File: config.mk
export PLATFORM = sky130hd
export DESIGN_NAME = am2909_next_addr_ctrl
export DESIGN_NICKNAME = d
export VERILOG_FILES = /design/src/rtl/am2909_next_addr_ctrl.sv
export SDC_FILE = /design/constraint.sdc
export NUM_CORES = 1
export LEC_CHECK = 0
export BUFFER_PORTS_ARGS = -buffer_cell sky130_fd_sc_hd__buf_2
export CAP_MARGIN = 20
export CORE_UTILIZATION = 57
export CTS_CLUSTER_DIAMETER = 30
export DETAILED_ROUTE_END_ITERATION = 8
export PLACE_DENSITY_LB_ADDON = 0.1
export SLEW_MARGIN = 20
export SYNTH_ARGS = -nofsm -noshare
export SYNTH_HDL_FRONTEND = slang
export SYNTH_SLANG_ARGS = --single-unit
File: constraint.sdc
create_clock -name CP -period 3.8 [get_ports CP]
set_input_delay 0.19 -clock CP [delete_from_list [all_inputs] [get_ports CP]]
set_output_delay 0.19 -clock CP [all_outputs]
set_load 0.02 [all_outputs]
File: src/rtl/am2909_next_addr_ctrl.sv
// Next-address controller for a bank of Am2909 sequencer slices: opcode decode, loop counter, stack depth.
// Optional sticky stack-error flag enabled by defining AM2909_CTRL_STACK_ERR_EN.
module am2909_next_addr_ctrl #(
    parameter int WIDTH = 12,
    parameter int DEPTH = 4
) (
    input  logic             CP,
    input  logic             RST,
    input  logic [3:0]       I,
    input  logic             CC_N,
    input  logic             CCEN_N,
    input  logic [WIDTH-1:0] D,
    output logic [1:0]       S,
    output logic             FE,
    output logic             PUP,
    output logic             RE,
    output logic             ZERO,
    output logic             PL_N,
    output logic             MAP_N,
    output logic             VECT_N,
    output logic             FULL_N,
    output logic             CNT_Z,
    output logic             ERR
);

    localparam int DW = (DEPTH < 1) ? 1 : $clog2(DEPTH + 1);
    localparam logic [DW-1:0] DEPTH_MAX = DW'(DEPTH);

    localparam logic [3:0] OP_JZ   = 4'd0;
    localparam logic [3:0] OP_CJS  = 4'd1;
    localparam logic [3:0] OP_JMAP = 4'd2;
    localparam logic [3:0] OP_CJP  = 4'd3;
    localparam logic [3:0] OP_PUSH = 4'd4;
    localparam logic [3:0] OP_JSRP = 4'd5;
    localparam logic [3:0] OP_CJV  = 4'd6;
    localparam logic [3:0] OP_JRP  = 4'd7;
    localparam logic [3:0] OP_RFCT = 4'd8;
    localparam logic [3:0] OP_RPCT = 4'd9;
    localparam logic [3:0] OP_CRTN = 4'd10;
    localparam logic [3:0] OP_CJPP = 4'd11;
    localparam logic [3:0] OP_LDCT = 4'd12;
    localparam logic [3:0] OP_LOOP = 4'd13;
    localparam logic [3:0] OP_CONT = 4'd14;
    localparam logic [3:0] OP_TWB  = 4'd15;

    localparam logic [1:0] SRC_UPC = 2'b00;
    localparam logic [1:0] SRC_AR  = 2'b01;
    localparam logic [1:0] SRC_STK = 2'b10;
    localparam logic [1:0] SRC_D   = 2'b11;

    logic [WIDTH-1:0] r_cnt;
    logic [DW-1:0]    r_depth;

    logic             w_pass;
    logic             w_cnt_nz;
    logic             w_full;
    logic             w_empty;
    logic             w_push;
    logic             w_pop;
    logic             w_load;
    logic             w_dec;
    logic             w_clr;
    logic [1:0]       w_s;
    logic             w_re;
    logic             w_zero;
    logic             w_pl_n;
    logic             w_map_n;
    logic             w_vect_n;

    // The Am2909 file keeps accepting pushes/pops; only the tracked depth saturates.
    function automatic logic [DW-1:0] f_depth_push(input logic [DW-1:0] d);
        return (d == DEPTH_MAX) ? DEPTH_MAX : d + DW'(1);
    endfunction

    function automatic logic [DW-1:0] f_depth_pop(input logic [DW-1:0] d);
        return (d == '0) ? '0 : d - DW'(1);
    endfunction

    assign w_pass   = CCEN_N | ~CC_N;
    assign w_cnt_nz = (r_cnt != '0);
    assign w_full   = (r_depth == DEPTH_MAX);
    assign w_empty  = (r_depth == '0);

    always_comb begin
        w_s      = SRC_UPC;
        w_re     = 1'b1;
        w_zero   = 1'b1;
        w_pl_n   = 1'b0;
        w_map_n  = 1'b1;
        w_vect_n = 1'b1;
        w_push   = 1'b0;
        w_pop    = 1'b0;
        w_load   = 1'b0;
        w_dec    = 1'b0;
        w_clr    = 1'b0;
        case (I)
            OP_JZ: begin
                w_zero = 1'b0;
                w_clr  = 1'b1;
            end
            OP_CJS: begin
                if (w_pass) begin
                    w_s    = SRC_D;
                    w_push = 1'b1;
                end
            end
            OP_JMAP: begin
                w_s     = SRC_D;
                w_map_n = 1'b0;
                w_pl_n  = 1'b1;
            end
            OP_CJP: begin
                if (w_pass) w_s = SRC_D;
            end
            OP_PUSH: begin
                w_push = 1'b1;
                if (w_pass) begin
                    w_load = 1'b1;
                    w_re   = 1'b0;
                end
            end
            OP_JSRP: begin
                w_s    = w_pass ? SRC_D : SRC_AR;
                w_push = 1'b1;
            end
            OP_CJV: begin
                w_vect_n = 1'b0;
                w_pl_n   = 1'b1;
                if (w_pass) w_s = SRC_D;
            end
            OP_JRP: begin
                w_s = w_pass ? SRC_D : SRC_AR;
            end
            OP_RFCT: begin
                if (w_cnt_nz) begin
                    w_s   = SRC_STK;
                    w_dec = 1'b1;
                end else begin
                    w_pop = 1'b1;
                end
            end
            OP_RPCT: begin
                if (w_cnt_nz) begin
                    w_s   = SRC_D;
                    w_dec = 1'b1;
                end
            end
            OP_CRTN: begin
                if (w_pass) begin
                    w_s   = SRC_STK;
                    w_pop = 1'b1;
                end
            end
            OP_CJPP: begin
                if (w_pass) begin
                    w_s   = SRC_D;
                    w_pop = 1'b1;
                end
            end
            OP_LDCT: begin
                w_load = 1'b1;
                w_re   = 1'b0;
            end
            OP_LOOP: begin
                if (w_pass) w_pop = 1'b1;
                else        w_s   = SRC_STK;
            end
            OP_CONT: begin
            end
            OP_TWB: begin
                if (w_pass) begin
                    w_pop = 1'b1;
                end else if (w_cnt_nz) begin
                    w_s   = SRC_STK;
                    w_dec = 1'b1;
                end else begin
                    w_s   = SRC_D;
                    w_pop = 1'b1;
                end
            end
            default: begin
            end
        endcase
    end

    // Reset overrides the decoded pins so the slices see a clean Y=0 fetch.
    assign S      = RST ? SRC_UPC : w_s;
    assign FE     = RST ? 1'b1 : ~(w_push | w_pop);
    assign PUP    = RST ? 1'b0 : w_push;
    assign RE     = RST ? 1'b1 : w_re;
    assign ZERO   = RST ? 1'b0 : w_zero;
    assign PL_N   = RST ? 1'b0 : w_pl_n;
    assign MAP_N  = RST ? 1'b1 : w_map_n;
    assign VECT_N = RST ? 1'b1 : w_vect_n;

    assign FULL_N = ~w_full;
    assign CNT_Z  = ~w_cnt_nz;

    always_ff @(posedge CP or posedge RST) begin
        if (RST) begin
            r_cnt <= '0;
        end else if (w_load) begin
            r_cnt <= D;
        end else if (w_dec) begin
            r_cnt <= r_cnt - WIDTH'(1);
        end
    end

    always_ff @(posedge CP or posedge RST) begin
        if (RST) begin
            r_depth <= '0;
        end else if (w_clr) begin
            r_depth <= '0;
        end else if (w_push) begin
            r_depth <= f_depth_push(r_depth);
        end else if (w_pop) begin
            r_depth <= f_depth_pop(r_depth);
        end
    end

`ifdef AM2909_CTRL_STACK_ERR_EN
    logic r_err;

    // Sticky: only reset clears it, JZ resets depth but leaves the flag.
    always_ff @(posedge CP or posedge RST) begin
        if (RST) begin
            r_err <= 1'b0;
        end else if ((w_push && w_full) || (w_pop && w_empty)) begin
            r_err <= 1'b1;
        end
    end

    assign ERR = r_err;
`else
    assign ERR = 1'b0;
`endif

endmodule

==> flow_summary_export.csv <==
group,metric,value,unit
finish,design_area,1443,um^2
worst_hold_path,hp-class,"in -> async",
detailed_routing,top_layer,"met4",
worst_setup_path,crit_type,"reg -> out",
timing,final_max_slew_viol_count,0,
finish,drive_above_1_share,22.87,%
detailed_routing,drt_iter0_markers,29,
timing,setup_tns,0,ns
global_route,antenna_found_initial,0,
worst_setup_path,crit_chain,"inv_1 > ha_1 > or2b_2 > nor2_1 > nand3_1 > inv_2 > a222oi_1 > or2_1 > buf_2",
cts,clk_latency,0.28,ns
worst_setup_path,start_kind,"flop",
detailed_routing,wl_met3,185,um
worst_setup_path,r2r_start,"r_cnt[0]$_DFFE_PP0P_",
cts,clkSlewWorstSetupHoldPaths,0.09,ns
placement,hpwl,2161,um
worst_setup_path,crit_fanout,10,
logic_synthesis,yosysSeqAreaShare,29.38,%
detailed_routing,avgRoutedWirePerCell,12.95,um
global_route,gr-total-overflow,0,
timing,setup-violations-final,0,
floorplan,die_h,49.34,um
floorplan,die_area,2434,um^2
worst_setup_path,endpoint_kind,"output port",
cts,clock_sinks,15,
logic_synthesis,yosysTopAreaCellShare,29.38,%
worst_setup_path,path_buf_inv,3,
logic_synthesis,netlist_top_cells_count,"17 x o21ai_0, 15 x dfrtp_1, 14 x nand2_1, 14 x nor2_1",
cts,clk_path_buf_depth,2,
floorplan,rows,16,
logic_synthesis,syn_inst,161,
logic_synthesis,ys_async_sr_fraction,100.0,%
global_route,grt_util_all_layers,26.02,%
detailed_routing,routed_via_density,5.665,
placement,dpl_cell_area,1416,um^2
timing,fin_crit,2.603,ns
timing,rsz0062_at_grt,"no",
worst_setup_path,endpoint,"FE",
logic_synthesis,syn-num-nets,188,
worst_setup_path,rr_worst_depth,8,
logic_synthesis,synth_area_leaders,"dfrtp_1 29%, ha_1 6.9%, xnor2_1 6.9%, o21ai_0 6.7%, nand2_1 4.1%",
outcome,status,"completed",
detailed_routing,wl,2784,um
floorplan,die_width,49.34,um
floorplan,core,2042,um^2
power_and_ir_drop,leakagePower,0.0006089,uW
logic_synthesis,yosys.area.top_type,"dfrtp_1",
cts,cts_setup_buffers,0,
floorplan,ios,32,
worst_setup_path,crit_family,"compound AO/OA/AOI/OAI gates",
logic_synthesis,yosysMostFrequentCell,"o21ai_0",
worst_setup_path,worstReg2RegEnd,"r_depth[1]$_DFFE_PP0P_",
floorplan,start_util,62.56,%
timing,slew_headroom,36.97,%
logic_synthesis,netlist-cell-type-count,44,
detailed_routing,drt-met1-wl,1272,um
power_and_ir_drop,finalPower,625.5,uW
detailed_routing,wl_met2,1279,um
placement,gp_congestion,0.8398,
finish,diodes,0,
finish,area_growth,12.93,%
timing,min_period_over_period,68.49,%
worst_setup_path,cp.required,3.61,ns
detailed_routing,routed-via-count,1218,
detailed_routing,drc,0,
cts,cts_buffers,3,
cts,root_buffer,"clkbuf_4",
power_and_ir_drop,vdd_drop_max,0.3844,mV
timing,holdWs,0.01240,ns
global_route,grt_max_degree,19,
worst_setup_path,r2r_slack,1.64,ns
logic_synthesis,yosysWarnings,0,
worst_setup_path,cpMaxStageDelayCell,"a222oi_1",
worst_setup_path,crit_cells,9,
power_and_ir_drop,p_per_area,433.6,nW/um^2
worst_setup_path,slowest_delay,0.64,ns
timing,skew,0.007674,ns
detailed_routing,drtPass1Iterations,4,
run,cap_violations,0,
logic_synthesis,synth_edf_count,0,
placement,port_buffers,30,
logic_synthesis,syn_area,1277,um^2
cts,cts.htree.levels,1,
timing,hold_violations,0,
logic_synthesis,synth_area_per_cell,7.935,um^2
global_route,grt_pass1_vias,1119,
placement,pre_cts_slack,1.516,ns
logic_synthesis,synth_ff_type,"dfrtp_1",
worst_setup_path,critPathArrivalTime,2.41,ns
cts,cts_tree,"built",
finish,fin_nets,216,
global_route,grt_first_pass_wirelength,4899,um
timing,clock.fmax,384.2,MHz
logic_synthesis,synth-seq-cells,15,
cts,cts-resized-gates,0,
detailed_routing,ant_nets,0,
timing,worstMarginPinSlew,0.9368,ns
worst_setup_path,startpoint,"r_cnt[0]$_DFFE_PP0P_",
cts,ctsHoldBuffers,0,
timing,setup_slack,1.197,ns
## worst register-to-register path, cell delays in order (launching register included)
cell	delay [ns]
dfrtp_1	0.44
inv_1	0.10
ha_1	0.19
or2b_2	0.17
nor2_1	0.04
nand3_1	0.11
inv_2	0.11
a222oi_1	0.64
o21ai_0	0.22
## layer usage
| layer | up-vias | GRT usage, % |
|---|---|---|
| met5 | - | 0 |
| met4 | 0 | 7.353 |
| met3 | 6 | 6.542 |
| met2 | 48 | 41.55 |
| met1 | 547 | 34.43 |
| li1 | 617 | - |
## state kept, by name, summed over array words and instances (netlist names)
name	count
r_depth	3
r_cnt	12
## cell usage in the layout, fill, tap and decap left out, drive strengths merged, types with 5 or more instances in the layout
cell / instances
a21oi: 10
nor3b: 5
dfrtp: 15
nor3: 6
nand2: 14
xnor2: 10
o21ai: 20
nand3: 6
ha: 7
buf: 30
nor2: 14
inv: 10
## power breakdown
group,switching [uW],internal [uW]
clock,51.7,40.8
combinational,134,118
sequential,70.6,210
total,256,370
## cell families after synthesis
group           Yosys count  synth area share (%)
compound gates           42                 19.10
xor+xnor                 10                 6.856
fa+ha+maj                 7                 6.856
buf+inv                  17                 6.463
flops                    15                 29.38
mux                       1                0.7836
other cells               1                0.2935
simple gates             68                 30.27
## final cells by class
type	instances	area, um^2
Multi-Input combinational cell	129	819.5
Tap cell	27	33.78
Sequential cell	15	375.4
Fill cell	189	599.3
Inverter	10	37.54
Clock buffer	4	26.28
Timing Repair Buffer	30	150.1
## per-stage QoR
stage	util [%]	instances
5_1_grt	70.65	215
4_1_cts	70.65	215
6_report	70.65	215
2_1_floorplan	-	161
3_5_place_dp	69.36	211
3_3_place_gp	69.36	211
## how the worst min path moves through the flow
stage          startpoint                     end  slack [ns]  cells after the start
2_1_floorplan         RST    r_cnt[0]$_DFFE_PP0P_        0.11                      1
3_3_place_gp          RST  r_depth[2]$_DFFE_PP0P_        0.33                      2
3_5_place_dp          RST  r_depth[2]$_DFFE_PP0P_        0.34                      2
4_1_cts               RST    r_cnt[2]$_DFFE_PP0P_        0.03                      2
5_1_grt               RST    r_cnt[8]$_DFFE_PP0P_        0.05                      2
6_report              RST    r_cnt[2]$_DFFE_PP0P_        0.01                      2
Note: power is estimated with default switching activity, not from simulation.
